[config.mk]
export PLATFORM = sky130hd
export DESIGN_NAME = disp_scheduler
export DESIGN_NICKNAME = d
export VERILOG_FILES = /design/src/rtl/disp_pkg.sv /design/src/rtl/disp_scheduler_tick_timer.sv /design/src/rtl/disp_scheduler.sv
export SDC_FILE = /design/constraint.sdc
export NUM_CORES = 1
export LEC_CHECK = 0
export CAP_MARGIN = 30
export CELL_PAD_IN_SITES_DETAIL_PLACEMENT = 0
export CELL_PAD_IN_SITES_GLOBAL_PLACEMENT = 1
export CORE_MARGIN = 4
export CORE_UTILIZATION = 30
export CTS_BUF_LIST = sky130_fd_sc_hd__clkbuf_2 sky130_fd_sc_hd__clkbuf_4 sky130_fd_sc_hd__clkbuf_8
export DETAILED_ROUTE_END_ITERATION = 16
export PLACE_DENSITY_LB_ADDON = 0.1
export SLEW_MARGIN = 20
export SYNTH_ARGS = -nofsm -noshare
export SYNTH_HDL_FRONTEND = slang
export SYNTH_HIERARCHICAL = 1
export SYNTH_SLANG_ARGS = --single-unit
export TNS_END_PERCENT = 5
[constraint.sdc]
create_clock -name clk -period 2.9 [get_ports clk]
set_input_delay 0.725 -clock clk [delete_from_list [all_inputs] [get_ports clk]]
set_output_delay 0.725 -clock clk [all_outputs]
set_load 0.01 [all_outputs]
[src/rtl/disp_pkg.sv]
// disp_pkg: shared types, constants and helpers for the display scheduler.
//   disp_state_e : sequencer states (LIVE, OVL_SHOW, GUARD)
//   DIGIT_W      : width of one BCD digit code
//   DIGIT_BLANK  : digit code the display driver renders as blank
//   cnt_width()  : counter width for a tick parameter (never below 1 bit)
//   lz_blank()   : leading-zero blanking of a packed {thous,hund,tens,units}
package disp_pkg;

  localparam int DIGIT_W = 4;
  localparam logic [DIGIT_W-1:0] DIGIT_BLANK = 4'hF;

  typedef enum logic [1:0] {
    LIVE     = 2'd0,
    OVL_SHOW = 2'd1,
    GUARD    = 2'd2
  } disp_state_e;

  // A parameter of 1 still needs a 1-bit counter that can hold 0.
  function automatic int cnt_width(input int ticks);
    return (ticks > 1) ? $clog2(ticks) : 1;
  endfunction

  // Blank leading zeros; the units digit is never blanked so 0 reads "   0".
  function automatic logic [4*DIGIT_W-1:0] lz_blank(input logic [4*DIGIT_W-1:0] d,
                                                     input logic en);
    logic [4*DIGIT_W-1:0] r;
    r = d;
    if (en) begin
      if (d[15:12] == 4'h0) r[15:12] = DIGIT_BLANK;
      else                  r[15:12] = d[15:12];
      if (d[15:8] == 8'h00) r[11:8] = DIGIT_BLANK;
      else                  r[11:8] = d[11:8];
      if (d[15:4] == 12'h000) r[7:4] = DIGIT_BLANK;
      else                    r[7:4] = d[7:4];
    end else begin
      r = d;
    end
    return r;
  endfunction

endpackage

[src/rtl/disp_scheduler_tick_timer.sv]
// tick_timer: loadable down-counter that parks at zero.
//   clk, rst  : clock and synchronous active-high reset
//   load_i    : load value_i this cycle (takes priority over counting)
//   value_i   : reload value
//   expire_o  : count has reached zero
module tick_timer #(
  parameter int WIDTH = 4
) (
  input  logic             clk,
  input  logic             rst,
  input  logic             load_i,
  input  logic [WIDTH-1:0] value_i,
  output logic             expire_o
);

  logic [WIDTH-1:0] cnt_q, cnt_d;

  // Next count: reload, else decrement until zero.
  always_comb begin
    cnt_d = cnt_q;
    if (load_i) begin
      cnt_d = value_i;
    end else if (cnt_q != '0) begin
      cnt_d = cnt_q - WIDTH'(1);
    end else begin
      cnt_d = cnt_q;
    end
  end

  // Count register.
  always_ff @(posedge clk) begin
    if (rst) cnt_q <= '0;
    else     cnt_q <= cnt_d;
  end

  assign expire_o = (cnt_q == '0);

endmodule

[src/rtl/disp_scheduler.sv]
// disp_scheduler: shares the four display digits between the live counter
// value and an overlay requester, with leading-zero blanking and blinking.
//   clk, rst                          : clock, synchronous active-high reset
//   live_{units,tens,hund,thous}      : live BCD digits, sampled on live_valid
//   lz_en                             : leading-zero blanking of live digits
//   ovl_req/ovl_data/ovl_blink        : overlay request, digits, blink flag
//   ovl_gnt/ovl_done                  : one-cycle grant / hold-ended pulses
//   units,tens,hund,thous             : registered digit codes (4'hF = blank)
//   showing_ovl                       : overlay currently on the display
module disp_scheduler
  import disp_pkg::*;
#(
  parameter int HOLD_TICKS  = 50_000_000,
  parameter int GUARD_TICKS = 25_000_000,
  parameter int BLINK_TICKS = 12_500_000
) (
  input  logic               clk,
  input  logic               rst,
  input  logic [DIGIT_W-1:0] live_units,
  input  logic [DIGIT_W-1:0] live_tens,
  input  logic [DIGIT_W-1:0] live_hund,
  input  logic [DIGIT_W-1:0] live_thous,
  input  logic               live_valid,
  input  logic               lz_en,
  input  logic               ovl_req,
  input  logic [15:0]        ovl_data,
  input  logic               ovl_blink,
  output logic               ovl_gnt,
  output logic               ovl_done,
  output logic [DIGIT_W-1:0] units,
  output logic [DIGIT_W-1:0] tens,
  output logic [DIGIT_W-1:0] hund,
  output logic [DIGIT_W-1:0] thous,
  output logic               showing_ovl
);

  localparam int HW = cnt_width(HOLD_TICKS);
  localparam int GW = cnt_width(GUARD_TICKS);
  localparam int BW = cnt_width(BLINK_TICKS);
  localparam logic [HW-1:0] HOLD_LOAD  = HW'(HOLD_TICKS - 1);
  localparam logic [GW-1:0] GUARD_LOAD = (GUARD_TICKS > 0) ? GW'(GUARD_TICKS - 1) : '0;
  localparam logic [BW-1:0] BLINK_LOAD = BW'(BLINK_TICKS - 1);

  disp_state_e state_q, state_d;
  logic [15:0] snap_q, snap_d;
  logic [15:0] ovl_data_q, ovl_data_d;
  logic        ovl_blink_q, ovl_blink_d;
  logic        phase_q, phase_d;           // 1 = blink phase visible
  logic        ovl_end_q, ovl_end_d;       // hold just expired; ovl_done follows
  logic        gnt_q, gnt_d;
  logic        done_q;
  logic        showing_q, showing_d;
  logic [15:0] digits_q, digits_d;
  logic        hold_load_s, guard_load_s, blink_load_s;
  logic        hold_exp_s, guard_exp_s, blink_exp_s;

  tick_timer #(.WIDTH(HW)) u_hold (
    .clk(clk), .rst(rst), .load_i(hold_load_s), .value_i(HOLD_LOAD), .expire_o(hold_exp_s)
  );
  tick_timer #(.WIDTH(GW)) u_guard (
    .clk(clk), .rst(rst), .load_i(guard_load_s), .value_i(GUARD_LOAD), .expire_o(guard_exp_s)
  );
  tick_timer #(.WIDTH(BW)) u_blink (
    .clk(clk), .rst(rst), .load_i(blink_load_s), .value_i(BLINK_LOAD), .expire_o(blink_exp_s)
  );

  // Sequencer next state, latches and timer controls.
  always_comb begin
    state_d      = state_q;
    ovl_data_d   = ovl_data_q;
    ovl_blink_d  = ovl_blink_q;
    phase_d      = phase_q;
    ovl_end_d    = 1'b0;
    gnt_d        = 1'b0;
    hold_load_s  = 1'b0;
    guard_load_s = 1'b0;
    blink_load_s = 1'b0;
    if (live_valid) snap_d = {live_thous, live_hund, live_tens, live_units};
    else            snap_d = snap_q;
    case (state_q)
      LIVE: begin
        if (ovl_req) begin
          state_d      = OVL_SHOW;
          ovl_data_d   = ovl_data;
          ovl_blink_d  = ovl_blink;
          phase_d      = 1'b1;
          gnt_d        = 1'b1;
          hold_load_s  = 1'b1;
          blink_load_s = 1'b1;
        end else begin
          state_d = LIVE;
        end
      end
      OVL_SHOW: begin
        if (hold_exp_s) begin
          ovl_end_d    = 1'b1;
          guard_load_s = 1'b1;
          state_d      = (GUARD_TICKS == 0) ? LIVE : GUARD;
        end else begin
          state_d = OVL_SHOW;
        end
        if (blink_exp_s) begin
          phase_d      = ~phase_q;
          blink_load_s = 1'b1;
        end else begin
          phase_d = phase_q;
        end
      end
      GUARD: begin
        if (guard_exp_s) state_d = LIVE;
        else             state_d = GUARD;
      end
      default: state_d = LIVE;
    endcase
  end

  // Display content follows the state one cycle later, so digits trail ovl_gnt.
  always_comb begin
    showing_d = (state_q == OVL_SHOW);
    if (state_q == OVL_SHOW) begin
      if (ovl_blink_q && !phase_q) digits_d = {4{DIGIT_BLANK}};
      else                         digits_d = ovl_data_q;
    end else begin
      digits_d = lz_blank(snap_q, lz_en);
    end
  end

  // State, latches and registered outputs.
  always_ff @(posedge clk) begin
    if (rst) begin
      state_q     <= LIVE;
      snap_q      <= 16'h0000;
      ovl_data_q  <= 16'h0000;
      ovl_blink_q <= 1'b0;
      phase_q     <= 1'b1;
      ovl_end_q   <= 1'b0;
      gnt_q       <= 1'b0;
      done_q      <= 1'b0;
      showing_q   <= 1'b0;
      digits_q    <= 16'h0000;
    end else begin
      state_q     <= state_d;
      snap_q      <= snap_d;
      ovl_data_q  <= ovl_data_d;
      ovl_blink_q <= ovl_blink_d;
      phase_q     <= phase_d;
      ovl_end_q   <= ovl_end_d;
      gnt_q       <= gnt_d;
      done_q      <= ovl_end_q;
      showing_q   <= showing_d;
      digits_q    <= digits_d;
    end
  end

  assign ovl_gnt     = gnt_q;
  assign ovl_done    = done_q;
  assign showing_ovl = showing_q;
  assign thous       = digits_q[15:12];
  assign hund        = digits_q[11:8];
  assign tens        = digits_q[7:4];
  assign units       = digits_q[3:0];

endmodule
---- Yosys cells after proc, flatten, opt, wreduce, memory -nomap -nowiden ----
Cells that the tools add are included.
storage, ports and cells
  input port bits ......................... 38
  register bits ........................... 131
  output and inout bits ................... 19
cells by class
  eq/ne operators ......................... 4
  reductions and logical operators ........ 21
  multiplexer cells ....................... 25
  $add $sub $neg .......................... 3
  bitwise operators ....................... 1
operators by type and width
  kind                                                                  count
  26-bit 2-to-1 mux                                                     2
  25-bit 2-to-1 mux                                                     2
  24-bit 2-to-1 mux                                                     2
  16-bit 2-to-1 mux                                                     2
  26-bit zero test                                                      1
  26-bit nonzero test                                                   1
  26-bit by 1-bit subtractor with 26-bit output, second input constant  1
  25-bit zero test                                                      1
  25-bit nonzero test                                                   1
  25-bit by 1-bit subtractor with 25-bit output, second input constant  1
  24-bit zero test                                                      1
  24-bit nonzero test                                                   1
  24-bit by 1-bit subtractor with 24-bit output, second input constant  1
  12-bit zero test                                                      1
  12-bit 2-to-1 mux                                                     1
  4-bit 2-to-1 mux                                                      3
  8-bit zero test                                                       1
  1-bit 2-to-1 mux                                                      8
  2-bit nonzero test                                                    4
  2-bit one-hot mux with 3 select lines                                 1
  2-bit OR reduction                                                    3
  4-bit zero test                                                       1
  2-bit 2-to-1 mux                                                      2
  1-bit one-hot mux with 2 select lines                                 2
  10 further kinds                                                      10

---- Longest topological paths before layout ----
  depth after elaboration ................. 4
  depth in mapped cells ................... 13
  gate-level depth less buffers ........... 11

---- Cells and area by module ----
Netlist, hierarchy kept.
modules (own cells, without submodules)
  module                instances  area an instance (sq um)  sequential area each (sq um)  cells an instance
  disp_scheduler        1          2,145.8                   1,121.1                       203
  tick_timer (u_hold)   1          1,521.5                   520.5                         187
  tick_timer (u_guard)  1          1,350.0                   500.5                         155
  tick_timer (u_blink)  1          1,310.0                   480.5                         161

---- Worst setup path before layout ----
OpenSTA, ideal clock, no wires.
  path type ............................... reg-to-reg
  start point ............................. register u_blink.cnt_q[4]
  end point ............................... register u_blink.cnt_q[8]
  data arrival time ....................... 2.598 ns
  path buffers ............................ 5
  period minus slack after synthesis ...... 2.694 ns
  cell stages (with the launch flop) ...... 12
  setup slack ............................. 0.206 ns
  cell sequence ........................... dfxtp_1 or4_1 buf_2 and4bb_1 and3_1 buf_4 buf_6 a21o_1 clkbuf_1 clkbuf_1 nor2_1 a221oi_1
on the way
  cells in the longest elaborated chain, start to end .. 4
RTL lines
  element                                line                             text
  from (decl)                            disp_scheduler_tick_timer.sv:16  logic [WIDTH-1:0] cnt_q, cnt_d;
  from (signal assigned)                 disp_scheduler_tick_timer.sv:33  else cnt_q <= cnt_d;
  24-bit zero test                       disp_scheduler_tick_timer.sv:36  assign expire_o = (cnt_q == '0);
  net blink_exp_s                        disp_scheduler.sv:55             logic hold_exp_s, guard_exp_s, blink_exp_s;
  1-bit 2-to-1 mux                       disp_scheduler.sv:102            if (blink_exp_s) begin
  1-bit one-hot mux with 2 select lines  disp_scheduler.sv:80             case (state_q)
  net blink_load_s                       disp_scheduler.sv:54             logic hold_load_s, guard_load_s, blink_load_s;
  2-bit OR reduction (no source line)    -
The timed path passes the listed nets, and every way through them passes these cells.
A chain may end at the register's enable or synchronous reset.

---- Worst setup path after layout ----
  start point ............................. register u_blink.cnt_q[4]
  end point ............................... register u_blink.cnt_q[20]
on the way
  cells in the longest elaborated chain, start to end .. 4
RTL lines
  element                                                  line
  24-bit zero test *                                       disp_scheduler_tick_timer.sv:36
  net blink_exp_s                                          disp_scheduler.sv:55
  1-bit 2-to-1 mux *                                       disp_scheduler.sv:102
  1-bit one-hot mux with 2 select lines *                  disp_scheduler.sv:80
  net blink_load_s                                         disp_scheduler.sv:54
  24-bit 2-to-1 mux or 2-bit nonzero test (tied branches)  -
Mark *: on every way through the listed nets, which the timed path passes. The rest lies on a longest branch. The select of a mux whose other input is x is not followed.

==> results.py <==
metrics = {
    "detailed_routing": {
        "met2RoutedLength_mm": 7.00,
        "wl_met1_mm": 7.82,
        "route.met3.wl_um": 552,
        "drcViolationCount": 0,
        "wl_per_cell_um": 13.7,
        "viasPerCell": 4.69,
        "drt_iter0_markers": 227,
        "num_vias": 5318,
        "wl_mm": 15.5,
        "ant_nets": 0,
        "top_layer_used": "met4",
        "first_pass_iters": 4,
    },
    "yosys": {
        "syn_area_per_cell_sq_um": 8.96,
        "ys_async_sr_fraction": 0,
        "synth_area_leaders": "dfxtp_1 (41%), mux2i_1 (5.5%), nor2_1 (4.6%), xnor2_1 (4.4%), nand2_1 (4.0%)",
        "yosys_warnings": 6,
        "synth_enable_flop_cells": 0,
        "ys_seq_area_frac": 0.414,
        "synth.cell_area_sq_um": 6330,
        "synth-seq-cells": 131,
        "syn-instance-count": 706,
        "yosys_most_used_dff": "dfxtp_1",
        "synth_cell_types": 77,
        "synth_top_area_cell": "dfxtp_1",
        "synth_most_common_cell": "dfxtp_1",
        "synth_common_cells": "dfxtp_1 (131), nor2_1 (77), nand2_1 (67)",
        "netlist.area_leader.share": 0.414,
    },
    "power": {
        "netSwitchingPower_uw": 2110,
        "p_comb_frac": 0.345,
        "p_sw_frac": 0.360,
        "internal-power_uw": 3750,
        "powerDensity_nw_per_um2": 740,
        "peakVddDrop_mv": 0.338,
        "clkPwrFrac": 0.254,
        "p_leak_uw": 0.00311,
        "report.power.total_uw": 5860,
        "p_seq_frac": 0.401,
    },
    "cells_and_area": {
        "final_cells": 1133,
        "fill_cells": 2103,
        "nets": 893,
        "drive_gt1_frac": 0.117,
        "n_antenna_cell": 0,
        "synthToLayoutAreaGrowth_pct": 25.1,
    },
    "critical_path": {
        "crit_path_end_kind": "flop",
        "path_class": "reg2reg",
        "crit_required_ps": 3200,
        "critical_path_arrival_ps": 2800,
        "worstPathMaxFanout": 12,
        "startpoint_type": "flop",
    },
    "status": {
        "status": "complete, no violations",
    },
    "clock_tree": {
        "cts_setup_buffers": 0,
        "cts_buffers": 17,
        "cts_root_buf": "clkbuf_8",
        "clk_latency_ps": 440,
        "cts_buffer_depth": 2,
        "cts_tree": "yes",
        "postCtsResizedCells": 0,
        "postCtsHoldBufs": 0,
        "path_clk_slew_ps": 90,
        "numClockSinks": 131,
        "htree_num_levels": 4,
    },
    "global_route": {
        "grt_max_degree": 41,
        "antenna_found_initial": 0,
        "grt-ovfl-total": 0,
        "grt_pass1_wl_mm": 26.5,
        "track_usage": 0.136,
        "grt_pass1_vias": 5353,
    },
    "sta": {
        "whs_ps": 454,
        "setup_viol": 0,
        "rsz0062_at_grt": "false",
        "fin_crit_ps": 2500,
        "max_slew_margin": 0.553,
        "final_hold_viol_count": 0,
        "period_share": 0.862,
        "worst_slack_ps": 401,
        "fmax_mhz": 400,
        "worst_pin_slew_ps": 669,
        "drv_slew": 0,
        "skew_ps": 17.9,
        "setup_tns_ps": 0,
    },
    "floorplanning": {
        "ios": 57,
        "die_y_um": 153,
        "start_util": 0.309,
        "core_area_sq_um": 20500,
        "dieWidth_um": 153,
        "num_rows": 52,
        "die-area_sq_um": 23500,
    },
    "placement": {
        "hpwlAfterDp_mm": 10.9,
        "numPortBuffers": 56,
        "post-place-ws_ps": 374,
        "gp_congestion": 0.792,
        "placed_cells": 1100,
    },
    "run": {
        "maxCapViolations": 0,
    },
    "hold_path": {
        "hp-class": "reg2reg",
    },
}
path summary, 6_finish.rpt:
kind	startpoint	endpoint	slack [ps]	cells after the start
setup / recovery	u_blink/cnt_q[4]$_SDFFE_PP0P_	u_blink/cnt_q[20]$_SDFFE_PP0P_	400	7
hold / removal	ovl_end_q$_SDFF_PP0_	ovl_done$_SDFF_PP0_	450	1
setup reg to reg	u_blink/cnt_q[4]$_SDFFE_PP0P_	u_blink/cnt_q[20]$_SDFFE_PP0P_	400	7
hold reg to reg	ovl_end_q$_SDFF_PP0_	ovl_done$_SDFF_PP0_	450	1
power by group through the flow:
stage | logic [uW] | registers, uW | clock network (uW)
after floorplan | 1540 | 2340 | 0
after global placement | 2010 | 2380 | 0
after detailed placement | 2030 | 2390 | 0
after CTS | 2050 | 2350 | 1550
after global routing | 2280 | 2390 | 1620
final | 2020 | 2350 | 1490
layout by cell type (no fill, tap or decap), types with 4 or more instances in the layout:
cell and n:
o21ai_1 4, or2_2 4, clkbuf_8 17, ha_1 5, nand2_1 67, nor4_1 13, nand3_1 8, o31ai_1 18
or3_1 16, inv_1 13, xnor2_1 32, nand4_1 14, nor2b_1 5, nor3_1 29, o21ai_0 36, nand2b_1 5
nor2_1 77, conb_1 75, a211o_1 6, clkdlybuf4s50_1 55, a311oi_1 4, or4_1 9, o221a_2 7, a22o_1 7
a21oi_1 35, mux2i_1 35, dfxtp_1 131, nor4_4 4, xor2_1 17, buf_4 31
kinds of logic (layout without fill, tap and decap cells):
logic type               count (synthesis)  after routing  synth area share
adder cells (fa/ha/maj)                  5              5           0.00989
buffers and inverters                   50            134            0.0388
flip-flops                             131            131             0.414
other                                    2             75           0.00119
XOR/XNOR                                49             49            0.0678
AO/OA/AOI/OAI                          146            146             0.157
AND/OR/NAND/NOR                        287            287             0.254
multiplexers                            36             36            0.0571
critical path, stage by stage, from the launching register on:
cell	delay [ps]
dfxtp_1	360
or4_1	590
and4bb_1	350
and3_1	200
a21o_1	220
nor2_1	120
nand2b_1	340
o21ai_0	180
through the flow:
step | instance area, sq um | util
after floorplan | 6600 | -
after global placement | 7530 | 0.368
after detailed placement | 7530 | 0.368
after global routing | 7920 | 0.386
after CTS | 7910 | 0.386
final | 7920 | 0.386
state kept, by name (all words and copies together) (netlist names):
signal         count
digits_q          16
ovl_blink_q        1
ovl_data_q        16
ovl_done           1
ovl_end_q          1
ovl_gnt            1
phase_q            1
showing_ovl        1
snap_q            16
state_q            2
u_blink/cnt_q     24
u_guard/cnt_q     25
u_hold/cnt_q      26
metal layers:
metal / GRT usage / vias up
met1: 0.184 / 2479
met5: 0 / -
met4: 0.0284 / 0
li1: - / 2758
met2: 0.218 / 76
met3: 0.0359 / 5
final cells by class:
| cell class | count | area [sq um] | share of cell area |
|---|---|---|---|
| multi-input combinational | 598 | 3730 | 0.472 |
| sequential | 131 | 2620 | 0.331 |
| timing repair buffer | 88 | 793 | 0.100 |
| tap | 270 | 338 | 0.0427 |
| clock buffer | 19 | 249 | 0.0315 |
| clock inverter | 13 | 126 | 0.0160 |
| inverter | 14 | 52.6 | 0.00664 |
Power figures use the tool's default switching activity.
